==> config.mk <==
export PLATFORM = sky130hd
export DESIGN_NAME = pipeline_hazard_ctrl_flat
export DESIGN_NICKNAME = d
export VERILOG_FILES = /design/src/rtl/pipeline_hazard_ctrl_pkg.sv /design/src/rtl/pipeline_hazard_ctrl_if.sv /design/src/rtl/pipeline_hazard_ctrl_perf_counter.sv /design/src/rtl/pipeline_hazard_ctrl.sv /design/src/flat_wrapper.sv
export SDC_FILE = /design/constraint.sdc
export NUM_CORES = 1
export LEC_CHECK = 0
export BUFFER_PORTS_ARGS = -buffer_cell sky130_fd_sc_hd__buf_2
export CORE_ASPECT_RATIO = 1.5
export CORE_MARGIN = 2
export CORE_UTILIZATION = 41
export CTS_BUF_LIST = sky130_fd_sc_hd__clkbuf_2
export DETAILED_ROUTE_END_ITERATION = 8
export GPL_ROUTABILITY_DRIVEN = 1
export GPL_TIMING_DRIVEN = 0
export PLACE_DENSITY_LB_ADDON = 0.05
export SYNTH_ARGS = -nofsm -noshare
export SYNTH_HDL_FRONTEND = slang
export SYNTH_SLANG_ARGS = --single-unit
==> constraint.sdc <==
create_clock -name clk_i -period 2 [get_ports clk_i]
set_input_delay 0.2 -clock clk_i [delete_from_list [all_inputs] [get_ports clk_i]]
set_output_delay 0.2 -clock clk_i [all_outputs]
set_load 0.05 [all_outputs]
==> src/rtl/pipeline_hazard_ctrl_pkg.sv <==
// Shared types for the pipeline stall/flush sequencer.
// Holds the memory-access FSM state encoding and the register-address width.
package pipe_ctrl_pkg;

   localparam int REG_ADDR_W = 5;

   typedef enum logic [1:0] {
      RUN      = 2'd0,
      MEM_WAIT = 2'd1,
      ERR      = 2'd2
   } hz_state_e;

   // A destination of x0 never creates a dependency, because x0 is hardwired to zero.
   function automatic logic load_use_hit(
      input logic                  memread,
      input logic [REG_ADDR_W-1:0] rd,
      input logic [REG_ADDR_W-1:0] rs1,
      input logic [REG_ADDR_W-1:0] rs2
   );
      return memread && (rd != '0) && ((rd == rs1) || (rd == rs2));
   endfunction

endpackage

==> src/rtl/pipeline_hazard_ctrl_if.sv <==
// Stage-content inputs and hold/bubble/flush controls of the hazard sequencer.
// The slave side is the sequencer; the master side is the pipeline datapath.
interface pipeline_hazard_ctrl_if;
   import pipe_ctrl_pkg::*;

   logic [REG_ADDR_W-1:0] ifid_rs1_i;
   logic [REG_ADDR_W-1:0] ifid_rs2_i;
   logic                  idex_memread_i;
   logic [REG_ADDR_W-1:0] idex_rd_i;
   logic                  branch_taken_i;
   logic                  exmem_memread_i;
   logic                  exmem_memwrite_i;
   logic                  mem_ack_i;
   logic                  mem_req_o;
   logic                  pc_write_o;
   logic                  ifid_write_o;
   logic                  ifid_flush_o;
   logic                  idex_bubble_o;
   logic                  exmem_hold_o;
   logic                  memwb_bubble_o;

   modport slave (
      input  ifid_rs1_i, ifid_rs2_i, idex_memread_i, idex_rd_i, branch_taken_i,
             exmem_memread_i, exmem_memwrite_i, mem_ack_i,
      output mem_req_o, pc_write_o, ifid_write_o, ifid_flush_o, idex_bubble_o,
             exmem_hold_o, memwb_bubble_o
   );

   modport master (
      output ifid_rs1_i, ifid_rs2_i, idex_memread_i, idex_rd_i, branch_taken_i,
             exmem_memread_i, exmem_memwrite_i, mem_ack_i,
      input  mem_req_o, pc_write_o, ifid_write_o, ifid_flush_o, idex_bubble_o,
             exmem_hold_o, memwb_bubble_o
   );

endinterface

==> src/rtl/pipeline_hazard_ctrl_perf_counter.sv <==
// Wrapping event counter: adds one on every enabled cycle, rolls over at 2^W.
module hazard_perf_counter #(
   parameter int W = 32
) (
   input  logic         clk_i,
   input  logic         rst_i,
   input  logic         en_i,
   output logic [W-1:0] cnt_o
);

   logic [W-1:0] cnt_q;
   logic [W-1:0] cnt_d;

   always_comb begin
      cnt_d = cnt_q;
      if (en_i) begin
         cnt_d = cnt_q + W'(1);
      end
   end

   always_ff @(posedge clk_i or negedge rst_i) begin
      if (!rst_i) begin
         cnt_q <= '0;
      end else begin
         cnt_q <= cnt_d;
      end
   end

   assign cnt_o = cnt_q;

endmodule

==> src/rtl/pipeline_hazard_ctrl.sv <==
// Stall/flush sequencer for the 5-stage pipeline: memory-wait freeze > load-use stall > branch flush.
// Controls are combinational from FSM state and stage contents; counters update on the clock edge.
module pipeline_hazard_ctrl
   import pipe_ctrl_pkg::*;
#(
   parameter int MEM_TIMEOUT = 16,
   parameter int CNT_W       = 32
) (
   input  logic                    clk_i,
   input  logic                    rst_i,
   pipeline_hazard_ctrl_if.slave   hz,
   output logic                    err_o,
   output logic [CNT_W-1:0]        stall_cnt_o,
   output logic [CNT_W-1:0]        flush_cnt_o
);

   localparam int TMR_W = $clog2(MEM_TIMEOUT + 1);

   hz_state_e         state_q;
   hz_state_e         state_d;
   logic [TMR_W-1:0]  timer_q;
   logic [TMR_W-1:0]  timer_d;

   logic mem_acc;
   logic freeze;
   logic load_use;
   logic branch_flush;
   logic mem_req;
   logic stall_evt;
   logic cnt_en_ok;

   assign mem_acc = hz.exmem_memread_i | hz.exmem_memwrite_i;

   always_comb begin
      state_d = state_q;
      timer_d = timer_q;
      freeze  = 1'b0;
      mem_req = 1'b0;
      unique case (state_q)
         RUN: begin
            mem_req = mem_acc;
            if (mem_acc && !hz.mem_ack_i) begin
               freeze  = 1'b1;
               state_d = MEM_WAIT;
               timer_d = TMR_W'(1);
            end
         end
         MEM_WAIT: begin
            mem_req = 1'b1;
            if (hz.mem_ack_i) begin
               state_d = RUN;
            end else begin
               freeze = 1'b1;
               if (timer_q == TMR_W'(MEM_TIMEOUT)) begin
                  state_d = ERR;
               end else begin
                  timer_d = timer_q + TMR_W'(1);
               end
            end
         end
         ERR: begin
            freeze = 1'b1;
         end
         default: begin
            state_d = RUN;
         end
      endcase
   end

   // Branch operands may still be in flight behind a load, so a load-use stall masks the redirect.
   always_comb begin
      load_use     = 1'b0;
      branch_flush = 1'b0;
      if (!freeze) begin
         load_use     = load_use_hit(hz.idex_memread_i, hz.idex_rd_i,
                                     hz.ifid_rs1_i, hz.ifid_rs2_i);
         branch_flush = hz.branch_taken_i && !load_use;
      end
   end

   always_comb begin
      hz.mem_req_o      = mem_req;
      hz.pc_write_o     = !(freeze || load_use);
      hz.ifid_write_o   = !(freeze || load_use);
      hz.ifid_flush_o   = branch_flush;
      hz.idex_bubble_o  = load_use;
      hz.exmem_hold_o   = freeze;
      hz.memwb_bubble_o = freeze;
   end

   always_ff @(posedge clk_i or negedge rst_i) begin
      if (!rst_i) begin
         state_q <= RUN;
         timer_q <= '0;
      end else begin
         state_q <= state_d;
         timer_q <= timer_d;
      end
   end

   assign err_o     = (state_q == ERR);
   assign stall_evt = freeze || load_use;
   assign cnt_en_ok = (state_q != ERR);

   hazard_perf_counter #(.W(CNT_W)) u_stall_cnt (
      .clk_i (clk_i),
      .rst_i (rst_i),
      .en_i  (stall_evt && cnt_en_ok),
      .cnt_o (stall_cnt_o)
   );

   hazard_perf_counter #(.W(CNT_W)) u_flush_cnt (
      .clk_i (clk_i),
      .rst_i (rst_i),
      .en_i  (branch_flush && cnt_en_ok),
      .cnt_o (flush_cnt_o)
   );

endmodule

==> src/flat_wrapper.sv <==
// flat-port wrapper written by rule: the top's interface ports become plain ports
module pipeline_hazard_ctrl_flat import pipe_ctrl_pkg::*;
#(
   parameter int MEM_TIMEOUT = 16,
   parameter int CNT_W       = 32
)
  (clk_i, rst_i, err_o, stall_cnt_o, flush_cnt_o, hz_ifid_rs1_i, hz_ifid_rs2_i, hz_idex_memread_i, hz_idex_rd_i, hz_branch_taken_i, hz_exmem_memread_i, hz_exmem_memwrite_i, hz_mem_ack_i, hz_mem_req_o, hz_pc_write_o, hz_ifid_write_o, hz_ifid_flush_o, hz_idex_bubble_o, hz_exmem_hold_o, hz_memwb_bubble_o);
  pipeline_hazard_ctrl_if hz_i ();
  input  logic clk_i;
  input  logic rst_i;
  output logic err_o;
  output logic [CNT_W-1:0] stall_cnt_o;
  output logic [CNT_W-1:0] flush_cnt_o;
  input wire logic [$bits(hz_i.ifid_rs1_i)-1:0] hz_ifid_rs1_i;
  input wire logic [$bits(hz_i.ifid_rs2_i)-1:0] hz_ifid_rs2_i;
  input wire logic [$bits(hz_i.idex_memread_i)-1:0] hz_idex_memread_i;
  input wire logic [$bits(hz_i.idex_rd_i)-1:0] hz_idex_rd_i;
  input wire logic [$bits(hz_i.branch_taken_i)-1:0] hz_branch_taken_i;
  input wire logic [$bits(hz_i.exmem_memread_i)-1:0] hz_exmem_memread_i;
  input wire logic [$bits(hz_i.exmem_memwrite_i)-1:0] hz_exmem_memwrite_i;
  input wire logic [$bits(hz_i.mem_ack_i)-1:0] hz_mem_ack_i;
  output wire logic [$bits(hz_i.mem_req_o)-1:0] hz_mem_req_o;
  output wire logic [$bits(hz_i.pc_write_o)-1:0] hz_pc_write_o;
  output wire logic [$bits(hz_i.ifid_write_o)-1:0] hz_ifid_write_o;
  output wire logic [$bits(hz_i.ifid_flush_o)-1:0] hz_ifid_flush_o;
  output wire logic [$bits(hz_i.idex_bubble_o)-1:0] hz_idex_bubble_o;
  output wire logic [$bits(hz_i.exmem_hold_o)-1:0] hz_exmem_hold_o;
  output wire logic [$bits(hz_i.memwb_bubble_o)-1:0] hz_memwb_bubble_o;
  assign hz_i.ifid_rs1_i = hz_ifid_rs1_i;
  assign hz_i.ifid_rs2_i = hz_ifid_rs2_i;
  assign hz_i.idex_memread_i = hz_idex_memread_i;
  assign hz_i.idex_rd_i = hz_idex_rd_i;
  assign hz_i.branch_taken_i = hz_branch_taken_i;
  assign hz_i.exmem_memread_i = hz_exmem_memread_i;
  assign hz_i.exmem_memwrite_i = hz_exmem_memwrite_i;
  assign hz_i.mem_ack_i = hz_mem_ack_i;
  assign hz_mem_req_o = hz_i.mem_req_o;
  assign hz_pc_write_o = hz_i.pc_write_o;
  assign hz_ifid_write_o = hz_i.ifid_write_o;
  assign hz_ifid_flush_o = hz_i.ifid_flush_o;
  assign hz_idex_bubble_o = hz_i.idex_bubble_o;
  assign hz_exmem_hold_o = hz_i.exmem_hold_o;
  assign hz_memwb_bubble_o = hz_i.memwb_bubble_o;
  pipeline_hazard_ctrl #(.MEM_TIMEOUT(MEM_TIMEOUT), .CNT_W(CNT_W)) u_core (.clk_i(clk_i), .rst_i(rst_i), .hz(hz_i), .err_o(err_o), .stall_cnt_o(stall_cnt_o), .flush_cnt_o(flush_cnt_o));
endmodule
* Word-level counts from Yosys, hierarchy flattened
Cells that the tools add are included.
Cells by class: add/subtract/negate cells 3, equality and inequality tests 10, multiplexer cells 14, bitwise operators 2, reductions and logical operators 16
Operators by type and width (number):
- adder 32 x 1 -> 32 bit, second input constant | 2
- two-way mux 5 bit | 3
- == test 5 bit | 2
- one-hot mux 5 bit (2 select lines) | 1
- logical AND 1 bit | 6
- two-way mux 2 bit | 3
- inequality test 2 bit, second input constant | 3
- one-hot mux 2 bit (3 select lines) | 1
- adder 5 x 1 -> 5 bit, second input constant | 1
- == test 5 bit, second input constant | 1
- nonzero test 5 bit | 1
- two-way mux 1 bit | 4
- AND reduction 4 bit | 1
- logical NOT 1 bit | 3
- inequality test 3 x 2 -> 1 bit, second input constant | 1
- one-hot mux 1 bit (3 select lines) | 1
- AND reduction 3 bit | 1
- == test 2 x 1 -> 1 bit, second input constant | 1
- == test 2 bit, second input constant | 1
- logical NOT 2 bit | 1
- logical OR 1 bit | 2
- inequality test 2 x 1 -> 1 bit, second input constant | 1
- one-hot mux 1 bit (2 select lines) | 1
- nonzero test 2 bit | 1
- other kinds (2) | 2
Storage, ports and cells: register bits after elaboration 71, bits of input ports 22, output and inout port bits 72, logic and storage cells 49

* Depth between registers and ports, before layout
depth in word-level cells 7, depth in mapped cells 8

* Cells and area by module
Synthesis repeated with hierarchy kept, for this count alone.
Second synthesis, totals: cell total of the unflattened synthesis 317, area total of the unflattened synthesis 3512.1 um^2
By module, submodules not included:
- hazard_perf_counter | times used 2, cells each 123, area each 1448.9 um^2, seq. area each 800.8 um^2
- pipeline_hazard_ctrl | times used 1, cells each 71, area each 614.3 um^2, seq. area each 175.2 um^2

* Least setup slack after synthesis
No wires, ideal clock.
path type register to register, start reg u_core.state_q[0], end reg u_core.u_flush_cnt.cnt_q[1], in the netlist u_core.u_flush_cnt.cnt_o[1], data arrival time 2.760 ns, data required time 1.875 ns, setup slack -0.885 ns, stages on the path, launching flop included 8, path buffers 1, cells stage by stage dfrtp_1 nor3_1 nand2b_1 nand2_1 o21bai_2 buf_6 nor2_1 mux2_2
On the way: cells in the longest elaborated chain, start to end 4, elaborated cells between the ends (all ways) 7
RTL lines:
- start, declared | RTL line pipeline_hazard_ctrl.sv:19 | hz_state_e state_q;
- start signal, assigned | RTL line pipeline_hazard_ctrl.sv:96 | state_q <= state_d;
- == test 2 bit, or another cell as far along | RTL line pipeline_hazard_ctrl.sv:39 | unique case (state_q)
- one-hot mux 1 bit (3 select lines) * | RTL line pipeline_hazard_ctrl.sv:39
- via hz_exmem_hold_o | RTL line flat_wrapper.sv:27 | output wire logic [$bits(hz_i.exmem_hold_o)-1:0] hz_exmem_hold_o;
- two-way mux 1 bit * | RTL line pipeline_hazard_ctrl.sv:74 | if (!freeze) begin
- via hz_ifid_flush_o | RTL line flat_wrapper.sv:25 | output wire logic [$bits(hz_i.ifid_flush_o)-1:0] hz_ifid_flush_o;
- logical AND 1 bit * | RTL line pipeline_hazard_ctrl.sv:115 | .en_i (branch_flush && cnt_en_ok),
- end signal, assigned | RTL line pipeline_hazard_ctrl_perf_counter.sv:25 | cnt_q <= cnt_d;
- end, declared | RTL line pipeline_hazard_ctrl_perf_counter.sv:11 | logic [W-1:0] cnt_q;
Mark *: on every way through the listed nets, which the timed path passes. The rest lies on a longest branch. A chain may end at the register's enable or synchronous reset.

* Final worst setup path
start reg u_core.state_q[0], end out hz_pc_write_o
On the way: cells in the longest elaborated chain, start to end 5, elaborated cells between the ends (all ways) 7
RTL lines:
- == test 2 bit, or another cell as far along | RTL line pipeline_hazard_ctrl.sv:39
- one-hot mux 1 bit (3 select lines) * | RTL line pipeline_hazard_ctrl.sv:39
- two-way mux 1 bit | RTL line pipeline_hazard_ctrl.sv:74
- logical OR 1 bit * | RTL line pipeline_hazard_ctrl.sv:83 | hz.pc_write_o = !(freeze || load_use);
- logical NOT 1 bit * | RTL line pipeline_hazard_ctrl.sv:83
- end, declared | RTL line flat_wrapper.sv:23 | output wire logic [$bits(hz_i.pc_write_o)-1:0] hz_pc_write_o;
Every way passes the cells marked *; elsewhere a longest branch is shown, timed or not.

==> impl_metrics.yaml <==
job:
  maxCapViolCount: 0
worst_setup_path:
  critPathKind: "reg2out"
  reg2reg_to: "u_core.u_flush_cnt.cnt_o[29]"
  cp-start-kind: "flip-flop"
  r2r-start: "u_core.u_flush_cnt.cnt_o[15]"
  worst-r2r-setup-slack_ps: -30
  cp.arrival_ps: 2070
  reg2regPathDepth: 7
  endpoint_kind: "output port"
  crit_fanout: 5
  cp.required_ps: 1800
grt:
  antenna_found_initial: 1
  grt_pass1_wl_um: 14500
  grt.overflow.total: 0
  grt_max_degree: 52
  grt_pass1_vias: 2968
  grtUsageTotal_pct: 19.5
synth:
  syn_avg_cell_area_sq_um: 10.6
  synth_warnings: 0
  ys_seq_area_share_pct: 48.8
  synth_top_family_by_area: "simple AND/OR/NAND/NOR gates"
  synthSimpleGateAreaFrac_pct: 26.5
  synth_mux_area_share_pct: 0.618
  netlist_area_sq_um: 3640
  synthAdderAreaFrac_pct: 1.37
  synth-compound-area-share_pct: 1.44
  synth-seq-cells: 71
  synth_xor_xnor_area_share_pct: 18.0
  syn_nets: 369
  synth_cell_type_count: 37
  postSynthCellCount: 343
floorplanning:
  core_sq_um: 8720
  dieArea_sq_um: 9670
  fp-row-count: 42
  die-width_um: 81.0
  io_pins: 94
  die_h_um: 119
  initial_core_util_pct: 41.8
status:
  status: "finished, violations left"
  violations: "setup timing"
place:
  portBuffers: 93
  hpwl_um: 6170
  gp_congestion: 0.770
  dpl_cell_area_sq_um: 4390
sta:
  report.final.slew_viol_count: 0
  clock_skew_ps: 33.8
  fin_ws_ps: -267
  fin_crit_ps: 2270
  min_period_over_period_pct: 113
  tightest_slew_ps: 692
  slew_headroom_pct: 53.5
  holdWs_ps: 61.2
  hold_viol: 0
  setup_violations: 8
  max_freq_ghz: 0.441
  rsz0062_at_grt: "true"
cts:
  cts_tree: "built"
  cts_root_buffer: "clkbuf_2"
  clock_latency_ps: 520
  cts_buffers: 9
  cts_buffer_depth: 2
  cts_num_sinks: 71
  clock_tree.htree_level_count: 3
  cts.reportedPaths.clkPinSlew_ps: 190
cells_and_area:
  finalNetCount: 494
  fill_cells: 810
  seqCellArea_sq_um: 1810
  layout-drive-gt1-share_pct: 43.6
  syn2layout_area_growth_pct: 36.9
  fin_area_sq_um: 4980
  multiInputGateArea_sq_um: 2030
pwr:
  peakVddDrop_uv: 732
  cellPowerDensity_nw_per_um2: 792
  leakage_nw: 2.43
worst_hold_path:
  min_from: "hz_branch_taken_i"
  holdPathEnd: "u_core.u_flush_cnt.cnt_o[2]"
  hold_depth: 4
  hold_class: "in2reg"
drt:
  wl_per_cell_um: 15.0
  via_per_inst: 5.09
  drt_iter0_drc: 152
  wirelength_um: 8780
  num_vias: 2970
  drc: 0
  antenna_left: 0
  firstDrtPassIters: 4
==> Yosys cell counts, drive strengths merged <==
library cell | n | area, sq um
nor2 | 22 | 82.6
o21ai | 5 | 28.8
clkbuf | 1 | 3.75
nor4b | 1 | 23.8
and2 | 1 | 6.26
dfrtp | 71 | 1780
or3 | 3 | 18.8
mux2 | 2 | 22.5
nor3 | 16 | 80.1
nand4b | 1 | 8.76
nor4 | 17 | 211
xor2 | 35 | 307
and4 | 3 | 26.3
nor3b | 2 | 15.0
ha | 4 | 50.1
nand2b | 3 | 18.8
or4 | 2 | 15.0
xnor2 | 40 | 350
nand3 | 38 | 208
nand4bb | 1 | 11.3
and3 | 11 | 68.8
a21oi | 1 | 5.00
nand4 | 12 | 75.1
buf | 8 | 56.3
nand2 | 25 | 93.8
o21bai | 1 | 11.3
inv | 16 | 60.1
a22oi | 1 | 7.51
==> layout by cell type (no fill, tap or decap), types with 2 or more instances in the layout <==
cell	n
or3_1	2
dfrtp_2	24
nand2_1	24
and4_1	3
nor4_1	3
buf_4	21
nor3_4	2
bufinv_16	2
xor2_1	35
nor3_1	8
nor2_4	3
nor3_2	6
ha_1	4
nor4_4	14
and3_1	10
xnor2_1	40
dfrtp_1	47
o21ai_2	2
nand3_2	5
inv_1	14
clkbuf_2	10
o21ai_0	3
nand3_4	3
dlygate4sd3_1	2
buf_8	3
nand3_1	30
nand4_1	12
clkinv_1	3
buf_6	6
buf_12	3
nand2b_4	2
nor2_1	19
buf_2	86
==> worst max-delay path by stage <==
stage,start,to,slack (ps)
floorplan,u_core.u_flush_cnt.cnt_o[17],u_core.u_flush_cnt.cnt_o[29],-60
global placement,hz_idex_rd_i[2],hz_pc_write_o,-270
detailed placement,hz_idex_rd_i[2],hz_pc_write_o,-300
CTS,u_core.state_q[0],hz_pc_write_o,-410
global route,u_core.state_q[0],hz_pc_write_o,-400
finish,u_core.state_q[0],hz_pc_write_o,-270
==> metal layers <==
| layer | GRT usage, % | up-vias | share of wire (%) |
|---|---|---|---|
| met4 | 7.31 | 0 | 1.9 |
| met5 | 0 | - | 0 |
| met3 | 5.08 | 16 | 5.0 |
| li1 | - | 1437 | - |
| met1 | 22.5 | 1439 | 39 |
| met2 | 33.9 | 78 | 54 |
==> final cells by class <==
| cell class | instances | share of cell area [%] |
|---|---|---|
| antenna | 1 | 0.0502 |
| buffer | 8 | 1.91 |
| clock buffer | 10 | 1.00 |
| clock inverter | 6 | 1.53 |
| inverter | 16 | 1.28 |
| multi-input combinational | 247 | 40.8 |
| sequential | 71 | 36.2 |
| tap | 110 | 2.76 |
| timing repair buffer | 115 | 14.5 |
==> sequential cells by signal, summed over array words and instances (netlist names) <==
name and cells:
u_core.timer_q 5, u_core.u_stall_cnt.cnt_o 32, u_core.u_flush_cnt.cnt_o 32, u_core.state_q 2
==> metrics by stage <==
stage                     TNS [ps]  total power [mW]  setup slack [ps]  instances  util [%]
after floorplan               -130              2.64             -63.7        343         -
after global placement       -4650              2.94              -274        546      50.0
after detailed placement     -5570              2.97              -298        547      50.3
after CTS                    -2380              3.97              -405        578      54.9
after global routing         -2960              4.19              -402        584      57.1
final                         -798              3.95              -267        584      57.1
==> cell families after synthesis <==
kind of cell,count (synthesis)
compound gates,8
xor+xnor,75
fa+ha+maj,4
buf+inv,25
flops,71
mux,2
simple gates,158
==> critical path: stages (launching register included) <==
cell        delay (ps)
dfrtp_1            450
buf_4              150
nand2b_4           170
nand2_8             90
o21bai_4           120
buf_6              130
buf_8              100
clkinvlp_4          90
buf_8              120
buf_8              140
==> report_power, final <==
part	internal (mW)	switching (mW)	total, mW
sequential	1.60	0.201	1.80
clock	0.406	0.510	0.916
combinational	0.399	0.835	1.23
==> what timing repair did <==
| item | in CTS | in global routing |
|---|---|---|
| pin swaps | 15 | 26 |
| hold endpoints to repair | 75 | 0 |
| hold buffers | 2 | 0 |
| setup buffers | 13 | 6 |
| setup endpoints to repair | 20 | 54 |
| resized for setup | 31 | 35 |
No activity file was read; power rests on OpenSTA's default activity.
